==> src/rtl/act_writeback.sv <==
`default_nettype none
// ============================================================================
// Module   : act_writeback
// Purpose  : Bias-add, ReLU, shift and saturate neuron sums into a
//            double-buffered 8-bit activation store with per-entry written mask.
// Revision : 1.0 - initial release
// ============================================================================
module act_writeback #(
  parameter int DATA_W = 16,
  parameter int SHIFT  = 4,
  parameter int DEPTH  = 16,
  localparam int AW    = $clog2(DEPTH)
) (
  input  logic              clk,
  input  logic              rst,
  input  logic              acc_valid,
  output logic              acc_ready,
  input  logic [DATA_W-1:0] acc_data,
  input  logic [AW-1:0]     acc_addr,
  input  logic [DATA_W-1:0] bias_data,
  input  logic              layer_done,
  input  logic [AW-1:0]     rd_addr,
  output logic [7:0]        rd_data,
  output logic              rd_valid,
  output logic              wr_bank,
  output logic [4:0]        layer_cnt,
  output logic              busy
);

  localparam logic [4:0] c_MAX_LAYERS = 5'd20;

  typedef enum logic [1:0] {
    S_IDLE  = 2'd0,
    S_RUN   = 2'd1,
    S_DRAIN = 2'd2,
    S_SWAP  = 2'd3
  } state_t;

  state_t            r_state;
  state_t            w_state_nxt;

  logic              r_s1_vld;
  logic [DATA_W:0]   r_y;
  logic [AW-1:0]     r_a1;
  logic              r_s2_vld;
  logic [7:0]        r_res;
  logic [AW-1:0]     r_a2;
  logic              r_wr_bank;
  logic [4:0]        r_layer_cnt;
  logic [DEPTH-1:0]  r_mask [2];
  logic [7:0]        r_mem  [2][DEPTH];
  logic [7:0]        r_rd_data;
  logic              r_rd_valid;

  logic              w_xfer;
  logic [DATA_W:0]   w_sum;
  logic [DATA_W:0]   w_q;
  logic [7:0]        w_res;
  logic [4:0]        w_cnt_nxt;

  // Ready is forced low while reset is held, even though the state is IDLE.
  assign acc_ready = rst & ((r_state == S_IDLE) | (r_state == S_RUN));
  assign w_xfer    = acc_valid & acc_ready;

  // One guard bit makes the bias add exact for any pair of inputs.
  assign w_sum = {acc_data[DATA_W-1], acc_data} + {bias_data[DATA_W-1], bias_data};
  assign w_q   = r_y >> SHIFT;
  assign w_res = r_y[DATA_W]    ? 8'd0  :
                 (|w_q[DATA_W:8]) ? 8'hFF : w_q[7:0];

  assign w_cnt_nxt = (r_layer_cnt == c_MAX_LAYERS) ? c_MAX_LAYERS : r_layer_cnt + 5'd1;

  always_comb begin
    w_state_nxt = r_state;
    case (r_state)
      S_IDLE:  if (acc_valid)              w_state_nxt = S_RUN;
      S_RUN:   if (layer_done)             w_state_nxt = S_DRAIN;
      S_DRAIN: if (!r_s1_vld && !r_s2_vld) w_state_nxt = S_SWAP;
      S_SWAP:  w_state_nxt = (w_cnt_nxt < c_MAX_LAYERS) ? S_RUN : S_IDLE;
      default: w_state_nxt = S_IDLE;
    endcase
  end

  always_ff @(posedge clk or negedge rst) begin
    if (!rst) begin
      r_state     <= S_IDLE;
      r_s1_vld    <= 1'b0;
      r_y         <= '0;
      r_a1        <= '0;
      r_s2_vld    <= 1'b0;
      r_res       <= '0;
      r_a2        <= '0;
      r_wr_bank   <= 1'b0;
      r_layer_cnt <= '0;
      r_mask[0]   <= '0;
      r_mask[1]   <= '0;
      r_rd_data   <= '0;
      r_rd_valid  <= 1'b0;
    end else begin
      r_state  <= w_state_nxt;
      r_s1_vld <= w_xfer;
      if (w_xfer) begin
        r_y  <= w_sum;
        r_a1 <= acc_addr;
      end
      r_s2_vld <= r_s1_vld;
      if (r_s1_vld) begin
        r_res <= w_res;
        r_a2  <= r_a1;
      end
      if (r_s2_vld) begin
        r_mask[r_wr_bank][r_a2] <= 1'b1;
      end
      // Pipeline is empty in SWAP, so the mask clear never races a write.
      if (r_state == S_SWAP) begin
        r_wr_bank          <= ~r_wr_bank;
        r_mask[~r_wr_bank] <= '0;
        r_layer_cnt        <= w_cnt_nxt;
      end
      r_rd_data  <= r_mem[~r_wr_bank][rd_addr];
      r_rd_valid <= r_mask[~r_wr_bank][rd_addr];
    end
  end

  // Activation storage is not reset; the masks qualify every read.
  always_ff @(posedge clk) begin
    if (r_s2_vld) begin
      r_mem[r_wr_bank][r_a2] <= r_res;
    end
  end

  assign rd_data   = r_rd_data;
  assign rd_valid  = r_rd_valid;
  assign wr_bank   = r_wr_bank;
  assign layer_cnt = r_layer_cnt;
  assign busy      = (r_state != S_IDLE);

endmodule
`default_nettype wire

==> config.mk <==
export PLATFORM = sky130hd
export DESIGN_NAME = act_writeback
export DESIGN_NICKNAME = d
export VERILOG_FILES = /design/src/rtl/act_writeback.sv
export SDC_FILE = /design/constraint.sdc
export NUM_CORES = 1
export LEC_CHECK = 0
export CORE_MARGIN = 2
export CORE_UTILIZATION = 45
export DETAILED_ROUTE_END_ITERATION = 8
export DONT_BUFFER_PORTS = 1
export HOLD_SLACK_MARGIN = 0.06
export PLACE_DENSITY_LB_ADDON = 0.05
export SLEW_MARGIN = 20
export SYNTH_ARGS = -nofsm -noshare
export SYNTH_HDL_FRONTEND = slang
export SYNTH_SLANG_ARGS = --single-unit
==> constraint.sdc <==
create_clock -name clk -period 2.66 [get_ports clk]
set_clock_uncertainty 0.1 [all_clocks]
set_input_delay 0.532 -clock clk [delete_from_list [all_inputs] [get_ports clk]]
set_output_delay 0.532 -clock clk [all_outputs]
set_load 0.1 [all_outputs]
### Yosys cells after proc, flatten, opt, wreduce, memory -nomap -nowiden

Memory sizes are Yosys's and may differ from the RTL's.
Cells that the tools add are included.

* register bits: 84
* RAM bits: 256
* bits of input ports: 44
* output and inout bits: 17
* logic and storage cells: 84
* memories kept: 1

* add/subtract/negate cells: 2
* order comparisons: 11
* eq/ne operators: 7
* muxes and demuxes: 28
* bitwise gates (word level): 11
* reductions and logical operators: 11

Memory list
* r_mem: words 2, width 128, read ports 1, clocked after Yosys merged registers in 0, write ports 1, RTL line 51 `logic [7:0] r_mem [2][DEPTH];`

Operators by type and width (number)
* 128-bit 2-to-1 mux: 1
* 16-bit 2-to-1 mux: 5
* 32-bit 2-to-1 mux: 2
* 8-bit 2-to-1 mux: 5
* 32-bit bitwise AND: 1
* 8-bit binary-select mux with 4-bit select: 1
* 16-bit demux with 1-bit select: 2
* 8-bit demux with 4-bit select: 1
* 32-bit NOT: 1
* 32-bit OR: 1
* 16-bit by 16-bit adder with 17-bit output: 1
* 5-bit >= comparator (second input constant): 2
* 4-bit by 5-bit less-than comparator with 1-bit output (second input constant): 2
* 4-bit NOT with 5-bit output: 2
* 2-bit one-hot mux with 4 select lines: 1
* 2-bit 2-to-1 mux: 3
* 2-bit inequality test (second input constant): 3
* 5-bit by 1-bit adder with 5-bit output (second input constant): 1
* 5-bit == test (second input constant): 1
* 1-bit logical AND: 5
* 5-bit by 1-bit less-than comparator with 1-bit output (second input constant): 1
* 5-bit less-than comparator (second input constant): 1
* 5-bit 2-to-1 mux: 1
* 5-bit OR reduction: 1
* other kinds (16): 25

### Longest topological paths before layout

Gate-level depths: netlist (run 1).

* word-level depth: 10
* mapped depth: 8
* mapped depth without buffers: 7

### Worst setup path after synthesis (run 1)

Ideal clock, no wire load.

* path kind: flip-flop to flip-flop
* from: register r_wr_bank, in the netlist wr_bank
* to: register r_rd_valid, in the netlist rd_valid
* setup time: 0.125 ns
* data arrival time: 2.681 ns
* required time: 2.435 ns
* setup slack: -0.246 ns
* stages on the path, launching flop included: 7
* buffers on the path: 3
* period minus slack after synthesis: 2.906 ns
* cell sequence: dfrtp_1 buf_2 buf_2 buf_2 mux4_2 mux4_2 mux2_2

* longest elaborated chain between the ends: 7

RTL lines
* from (decl): RTL line 48 `logic r_wr_bank;`
* from (signal assigned): RTL line 116 `r_wr_bank <= ~r_wr_bank;`
* 1-bit NOT: RTL line 121 `r_rd_valid <= r_mask[~r_wr_bank][rd_addr];`
* 1-bit NOT with 2-bit output: RTL line 121
* 16-bit 2-to-1 mux (not written as such) (3 in series): RTL line 121
* 1-bit binary-select mux with 4-bit select: RTL line 121
* 1-bit 2-to-1 mux (not written as such): RTL line 121
* to (signal assigned): RTL line 121
* to (decl): RTL line 53 `logic r_rd_valid;`

Every way passes these cells. The select of a mux whose other input is x is not followed.
A chain may end at the register's enable or synchronous reset.

### Worst setup path after layout (run 1)

* from: register r_wr_bank, in the netlist wr_bank
* to: register r_rd_data[4], in the netlist rd_data[4]

* longest elaborated chain between the ends: 5

RTL lines
* 1-bit NOT: RTL line 120 `r_rd_data <= r_mem[~r_wr_bank][rd_addr];`
* memory 2 x 128 bit
* 8-bit binary-select mux with 4-bit select: RTL line 120
* 8-bit 2-to-1 mux (not written as such) (2 in series): RTL line 120
* to (signal assigned): RTL line 120
* to (decl): RTL line 52 `logic [7:0] r_rd_data;`

Every way passes these cells. The select of a mux whose other input is x is not followed.

==> flow_summary.yaml, run 1 <==
status:
  outcome: "completed"
route:
  first_pass_iters: 4
  drc_errors: 0
  drtIter0Drc: 616
  vias_per_cell: 5.68
  ant_nets: 0
  wire_per_inst_um: 24.7
  dr_total_vias: 7002
  drt_wl_total_um: 30400
grt:
  track_usage: 0.200
  grt_start_max_net_pins: 81
  grt_pass1_vias: 7340
  grt_antenna_before_repair: 0
  grt_pass1_wl_um: 46200
  overflow: 0
critical_path:
  cpMostUsedCell: "mux4_2"
  slowest_stage: "mux4_2"
  critical_path_class: "register to register"
  cp_top_family: "multiplexers"
  end_kind: "register"
  critical_path_buf_inv_count: 1
  required_ps: 2960
  setup.worst_path.start_class: "register"
  crit_fanout: 14
  cpPeakStageDelay_ps: 610
  path_cells: "buf_4 > mux4_2 > mux4_2 > mux2_2"
  worstPathArrival_ps: 2700
synthesis:
  yosysWarnings: 0
  ys_ff_latch: 336
  synth_area_per_cell_sq_um: 18.4
  synth_nets: 813
  netlist_area_sq_um: 13700
  ys_types: 43
  synthCells: 748
  ys_seq_area_frac: 0.706
  ys_async_sr_fraction: 0.238
  synth-main-ff-cell: "edfxtp_1"
  synth-edff-count: 256
run:
  maxCapViolCount: 0
sta:
  post-route-period-util: 0.901
  hold_viol: 0
  relSlewSlack: 0.272
  worst_pin_slew_ps: 1090
  slew_viol_final: 0
  rsz0062_at_grt: "false"
  final.setup.worst_slack_ps: 263
  fmax_ghz: 0.417
  setup_viol: 0
  post-route-min-period_ps: 2400
  tns_ps: 0
placed_design:
  dpl.hpwl_um: 18800
  pre_cts_ws_ps: 123
  portBuffers: 0
  dpl-instance-area_sq_um: 14500
  place_congestion: 0.765
clock_tree:
  clk_latency_ps: 510
  htreeDepth: 2
  cts_tree: "done"
  cts_buffers: 37
  clockBufferDepth: 3
  clock_sinks: 336
  cts_root_buf: "clkbuf_16"
  clk_pin_slew_ps: 60
min_path:
  min_path_type: "input pin to register"
pwr:
  power.leakage_uw: 0.00565
  power.total_uw: 16800
  ir_drop_v: 0.000711
  power.density_nw_per_um2: 1050
layout:
  final_cell_area_sq_um: 15900
  final_core_util: 0.533
  syn_to_final_growth_pct: 16.0
  multiInputGateArea_sq_um: 3820
  fin_nets: 878
  drive_gt1_frac: 0.280
  n_antenna_cell: 0
  final_common_cell: "edfxtp_1"
  nFillCells: 2356
  most-common-layout-cells: "edfxtp_1, mux4_2, dfrtp_1, nor2_1, buf_4"
  regArea_sq_um: 9690
die:
  coreArea_sq_um: 29900
  dieHeight_um: 179
  fp.dieW_um: 179
  start_util: 0.460
  io_pins: 61
  die-area_sq_um: 31900
  placementRows: 63
-- cell usage after synthesis, types with 2 or more instances --
| master | number | area, sq um |
|---|---|---|
| edfxtp_1 | 256 | 7690 |
| mux4_2 | 90 | 2030 |
| dfrtp_1 | 80 | 2000 |
| nor2_1 | 56 | 210 |
| nand2_1 | 40 | 150 |
| o21a_1 | 36 | 270 |
| mux2_2 | 22 | 248 |
| ha_1 | 21 | 263 |
| o21ai_0 | 15 | 75.1 |
| clkbuf_1 | 14 | 52.6 |
| buf_2 | 12 | 60.1 |
| a21oi_1 | 10 | 50.1 |
| inv_1 | 10 | 37.5 |
| nand3_1 | 10 | 50.1 |
| buf_4 | 7 | 52.6 |
| nor3_1 | 6 | 30.0 |
| xnor2_1 | 6 | 52.6 |
| xor2_1 | 6 | 52.6 |
| nand2b_1 | 5 | 31.3 |
| nand4_1 | 5 | 31.3 |
| a21o_1 | 4 | 30.0 |
| buf_1 | 4 | 15.0 |
| nor2b_1 | 4 | 25.0 |
| o31ai_1 | 3 | 22.5 |
| or2_2 | 3 | 18.8 |
| a22o_1 | 2 | 17.5 |
| a31oi_1 | 2 | 12.5 |
| nor3b_1 | 2 | 15.0 |
| o211ai_1 | 2 | 15.0 |
| o221ai_1 | 2 | 17.5 |
-- what timing repair did --
| action | 4_1_cts | 5_1_grt |
|---|---|---|
| endpoints found under the hold margin | 86 | 0 |
| hold buffers | 7 | 0 |
| resized for setup | 0 | 0 |
| buffers inserted | 0 | 0 |
-- report_power, final --
| group | total (uW) | switching, uW | internal [uW] |
|---|---|---|---|
| Combinational | 3790 | 2270 | 1520 |
| Sequential | 7440 | 744 | 6700 |
| Clock | 5560 | 2030 | 3530 |
-- worst paths after layout --
path                            start         end  slack [ps]  cells past startpoint
min reg2reg                    r_y[8]      r_y[8]         380                      2
min in group asynchronous         rst      r_y[6]         520                      2
min                        rd_addr[3]  rd_data[5]          80                      1
max                           wr_bank  rd_data[4]         260                      4
max reg2reg                   wr_bank  rd_data[4]         260                      4
max in group asynchronous         rst     wr_bank        1560                      2
-- sequential cells by signal (all words and copies together), names as in the netlist, 2 cells and up --
name,count
r_mem,256
r_state,2
rd_data,8
r_a1,4
r_y,13
r_mask,32
layer_cnt,5
r_res,8
r_a2,4
-- stage by stage --
stage          cells  hold WS [ps]
2_1_floorplan    748           136
5_1_grt         1232          63.6
3_5_place_dp    1157           141
6_report        1232          79.0
3_3_place_gp    1157           141
4_1_cts         1232          62.6
-- per-layer routing --
metal / wire length (um) / up-vias / track usage / share of wire
met1: 13600 / 3681 / 0.283 / 0.45
met2: 14900 / 192 / 0.327 / 0.49
met5: 0 / - / 0 / 0
li1: - / 3091 / - / -
met3: 1440 / 38 / 0.0352 / 0.047
met4: 444 / 0 / 0.0434 / 0.015
-- area by class of cell --
cell class	count	share of cell area
Timing Repair Buffer	63	0.0335
Clock inverter	19	0.0178
Clock buffer	49	0.0674
Inverter	10	0.00236
Sequential cell	336	0.608
Tap cell	390	0.0306
Multi-Input combinational cell	365	0.240
-- cell families (layout without fill, tap and decap cells) --
family / count (synthesis) / in the layout / share of synthesized area
AND/OR/NAND/NOR: 135 / 135 / 0.0432
adder cells (fa/ha/maj): 21 / 21 / 0.0191
AO/OA/AOI/OAI: 85 / 85 / 0.0427
multiplexers: 112 / 112 / 0.166
XOR/XNOR: 12 / 12 / 0.00766
flip-flops: 336 / 336 / 0.706
buffers and inverters: 47 / 141 / 0.0159
(Power assumes the default switching activity.)
==> inputs of run 2 (changes only) <==
--- a/config.mk
+++ b/config.mk
@@ -11,6 +11,7 @@
 export DONT_BUFFER_PORTS = 1
 export HOLD_SLACK_MARGIN = 0.06
 export PLACE_DENSITY_LB_ADDON = 0.05
+export SKIP_CTS_REPAIR_TIMING = 1
 export SLEW_MARGIN = 20
 export SYNTH_ARGS = -nofsm -noshare
 export SYNTH_HDL_FRONTEND = slang
==> run 2 against run 1 <==
Register-to-register slack about the same. Hold slack improved by 3.8 ps. Die area unchanged. Via count increased by 0.29%. Combinational power about the same. Critical endpoint unchanged. Non-clock buffer count increased by 1.
==> flow_summary.yaml, run 2 (same netlist as run 1, synthesis figures left out) <==
status:
  outcome: "completed"
layout:
  syn_to_final_growth_pct: 16.1
  top_regs: "r_mem (256), r_mask (32), r_y (13)"
  n_antenna_cell: 0
  final_common_cell: "edfxtp_1"
  most-common-layout-cells: "edfxtp_1, mux4_2, dfrtp_1, nor2_1, buf_4"
  top_register: "r_mem"
  nFillCells: 2355
  largest_reg_flops: 256
  fin_nets: 879
  drive_gt1_frac: 0.280
grt:
  grt_start_max_net_pins: 82
  use_met2: 0.325
  grt_pass1_vias: 7345
  grt_busiest_layer: "met2"
  grt_pass1_wl_um: 45900
  grt_antenna_before_repair: 0
  grt_util_met1: 0.281
  track_usage: 0.199
  met3_usage: 0.0360
  overflow: 0
die:
  placementRows: 63
  coreArea_sq_um: 29900
  die-area_sq_um: 31900
  io_pins: 61
  fp.dieW_um: 179
  start_util: 0.460
  dieHeight_um: 179
critical_path:
  reg2reg_slack_ps: 260
  crit_fanout: 14
  critical_path_buf_inv_count: 1
  path_cells: "buf_4 > mux4_2 > mux4_2 > mux2_2"
  cp_top_family: "multiplexers"
  critical_path_class: "register to register"
  worstPathArrival_ps: 2700
  required_ps: 2960
  slowest_stage: "mux4_2"
  cpMostUsedCell: "mux4_2"
  setup.worst_path.start_class: "register"
  cpPeakStageDelay_ps: 620
  end_kind: "register"
clock_tree:
  clk_pin_slew_ps: 60
  cts_root_buf: "clkbuf_16"
  clock_sinks: 336
  htreeDepth: 2
  clockBufferDepth: 3
  clk_latency_ps: 520
  cts_buffers: 37
  cts_tree: "done"
route:
  ant_nets: 0
  wire_per_inst_um: 24.6
  dr_total_vias: 7022
  first_pass_iters: 4
  drc_errors: 0
  drtIter0Drc: 677
  drt_wl_total_um: 30400
  vias_per_cell: 5.70
sta:
  fmax_ghz: 0.417
  post-route-min-period_ps: 2400
  slew_viol_final: 0
  holdWs_ps: 82.8
  relSlewSlack: 0.258
  setup_viol: 0
  rsz0062_at_grt: "false"
  worst_pin_slew_ps: 1110
  hold_viol: 0
  tns_ps: 0
  post-route-period-util: 0.902
placed_design:
  place_congestion: 0.765
  dpl.hpwl_um: 18800
  portBuffers: 0
min_path:
  min_path_type: "input pin to register"
pwr:
  ir_drop_v: 0.000712
  power.density_nw_per_um2: 1050
  power.leakage_uw: 0.00565
run:
  maxCapViolCount: 0
## run 2: layout make-up
cell class / count / area (sq um) / area share
sequential: 336 / 9690 / 0.608
timing repair buffer: 64 / 543 / 0.0341
tap: 390 / 488 / 0.0306
clock inverter: 19 / 284 / 0.0178
clock buffer: 49 / 1070 / 0.0673
inverter: 10 / 37.5 / 0.00235
multi-input combinational: 365 / 3820 / 0.240
## run 2: final timing paths
kind / cells past startpoint / start / endpoint
worst max-delay path: 4 / wr_bank / rd_data[4]
worst min-delay path: 1 / rd_addr[3] / rd_data[5]
worst max register to register: 4 / wr_bank / rd_data[4]
worst min register to register: 2 / r_y[8] / r_y[8]
max in group asynchronous: 2 / rst / wr_bank
min in group asynchronous: 2 / rst / r_y[8]
## run 2: where the power goes
part / total, uW / internal, uW / switching [uW] / leakage, uW
Sequential: 7440 / 6700 / 746 / 0.00331
Combinational: 3800 / 1520 / 2280 / 0.00168
Clock: 5560 / 3530 / 2020 / 0.000665
## run 2: layer usage
| layer | vias to the layer above | routed length, um |
|---|---|---|
| met1 | 3688 | 13400 |
| met5 | - | 0 |
| met3 | 38 | 1570 |
| met4 | 0 | 446 |
| li1 | 3093 | - |
| met2 | 203 | 15000 |
## run 2: through the flow
stage	cell area [sq um]	util	worst slack, ps	power (uW)	cells
2_1_floorplan	13700	-	43.1	10200	748
3_3_place_gp	14500	0.485	203	11200	1157
3_5_place_dp	14500	0.485	123	11400	1157
4_1_cts	15800	0.530	231	17000	1225
5_1_grt	15900	0.534	194	17600	1233
6_report	15900	0.534	259	16800	1233
==> inputs of run 3 (changes only) <==
--- a/config.mk
+++ b/config.mk
@@ -5,6 +5,7 @@
 export SDC_FILE = /design/constraint.sdc
 export NUM_CORES = 1
 export LEC_CHECK = 0
+export ABC_AREA = 1
 export CORE_MARGIN = 2
 export CORE_UTILIZATION = 45
 export DETAILED_ROUTE_END_ITERATION = 8
==> run 3 against run 2 <==
Area after synthesis up 5.7%. Final cell count up 50%. Hold slack worse by 21 ps. Largest power group unchanged.
==> flow_summary.yaml, run 3 <==
layout:
  top_regs: "r_mem (256), r_mask (32), r_y (13)"
  regArea_sq_um: 9690
  final_core_util: 0.522
  syn_to_final_growth_pct: 13.8
  multiInputGateArea_sq_um: 4330
  n_antenna_cell: 0
  fin_nets: 1483
  top_register: "r_mem"
  final_common_cell: "nand2_1"
  drive_gt1_frac: 0.0843
  nFillCells: 2843
  largest_reg_flops: 256
  final_cell_area_sq_um: 16500
  most-common-layout-cells: "nand2_1, edfxtp_1, nor2_1, nand3_1, a21oi_1"
sta:
  slew_viol_final: 0
  fmax_ghz: 0.426
  post-route-period-util: 0.883
  rsz0062_at_grt: "false"
  hold_viol: 0
  post-route-min-period_ps: 2350
  setup_viol: 0
  relSlewSlack: 0.339
  tns_ps: 0
  worst_pin_slew_ps: 992
clock_tree:
  htreeDepth: 2
  cts_root_buf: "clkbuf_16"
  cts_buffers: 37
  cts_tree: "done"
  clk_pin_slew_ps: 60
  clockBufferDepth: 3
  clock_sinks: 336
  clk_latency_ps: 520
die:
  dieHeight_um: 184
  start_util: 0.459
  placementRows: 65
  io_pins: 61
  fp.dieW_um: 184
  coreArea_sq_um: 31600
  die-area_sq_um: 33700
grt:
  track_usage: 0.227
  grt_antenna_before_repair: 0
  grt_start_max_net_pins: 110
  grt_pass1_wl_um: 58100
  grt_pass1_vias: 9870
  overflow: 0
route:
  drc_errors: 0
  drtIter0Drc: 795
  drt_wl_total_um: 37300
  vias_per_cell: 5.41
  wire_per_inst_um: 20.2
  first_pass_iters: 5
  dr_total_vias: 9994
  ant_nets: 0
pwr:
  power.leakage_uw: 0.00662
  power.density_nw_per_um2: 1020
  ir_drop_v: 0.000705
synthesis:
  synth_area_leader_cell: "edfxtp_1"
  synth-edff-count: 256
  ys_async_sr_fraction: 0.238
  ys_types: 29
  ys_ff_latch: 336
  synthTopCellsByCount: "nand2_1, edfxtp_1, nor2_1, nand3_1, a21oi_1"
  synth.area.top_cells: "edfxtp_1, dfrtp_1, nand2_1, nor2_1, nand3_1"
  synth-main-ff-cell: "edfxtp_1"
  synth.most_common_cell: "nand2_1"
  synth_area_per_cell_sq_um: 10.5
  synth.top_cell.area_share: 0.530
  synth_nets: 1445
  synthCells: 1380
  ys_seq_area_frac: 0.668
  yosysWarnings: 0
  netlist_area_sq_um: 14500
min_path:
  min_path_type: "input pin to register"
critical_path:
  setup.worst_path.start_class: "register"
  worstPathArrival_ps: 1720
  critical_path_class: "register to output port"
  required_ps: 2030
  crit_fanout: 91
  end_kind: "output port"
placed_design:
  place_congestion: 0.786
  portBuffers: 0
  dpl-instance-area_sq_um: 15200
  dpl.hpwl_um: 22500
run:
  maxCapViolCount: 0
status:
  outcome: "completed"
[run 3: cell count changes after synthesis, sizes merged, moves of 8 or more]
cell	change
nor2	+92
a21oi	+80
mux2	-22
nand3	+81
inv	+28
mux4	-90
clkbuf	+8
nand2	+383
buf	+24
o31ai	+33
o21a	-11
o21ai	+51
[run 3: cells by family (layout without fill, tap and decap cells)]
group,after synthesis,in the layout,synth area share
fa+ha+maj,21,21,0.0181
simple gates,688,688,0.190
xor+xnor,6,6,0.00362
compound gates,220,220,0.0869
buf+inv,109,176,0.0336
flops,336,336,0.668
[run 3: area by class of cell]
type / instances / area share
clock inverter: 10 / 0.00508
clock buffer: 58 / 0.0677
inverter: 40 / 0.00924
tap: 402 / 0.0305
timing repair buffer: 68 / 0.0383
multi-input combinational: 935 / 0.262
sequential: 336 / 0.587
[run 3: where the power goes]
part | switching [uW] | internal, uW | total, uW | leakage, uW
logic | 3270 | 1180 | 4460 | 0.00268
clock network | 2020 | 2990 | 5010 | 0.000588
registers | 595 | 6710 | 7310 | 0.00335
total | 5890 | 10900 | 16800 | 0.00662
[run 3: worst paths after layout]
kind / from / to / slack, ps / depth (start not counted)
min reg2reg: r_res[3] / r_res[3] / 380 / 2
max in group asynchronous: rst / wr_bank / 1610 / 2
min: rd_addr[3] / rd_data[2] / 60 / 2
min in group asynchronous: rst / r_y[7] / 480 / 2
max reg2reg: r_state[0] / r_mask[11] / 430 / 5
max: wr_bank / wr_bank / 310 / 2
[run 3: stage by stage]
stage,hold WS [ps],worst slack (ps),std cells,total power (uW)
after floorplan,136,212,1380,10300
after global placement,140,415,1774,11900
after detailed placement,140,428,1774,11900
after CTS,-406,276,1842,16900
after global routing,65.3,251,1849,17700
final,61.9,310,1849,16800
[run 3: critical path, cell delays in order, from the launching register on]
cell	delay, ps
dfrtp_4	460
buf_12	360
buf_4	370
[run 3: per-layer routing]
metal  wire, um  up-vias  global-route usage  part of all wire
met3       1510       51              0.0301             0.040
li1           -     4831                   -                 -
met2      17900      209               0.368              0.48
met1      17100     4903               0.326              0.46
met4        747        0              0.0534             0.020
met5          0        -                   0                 0
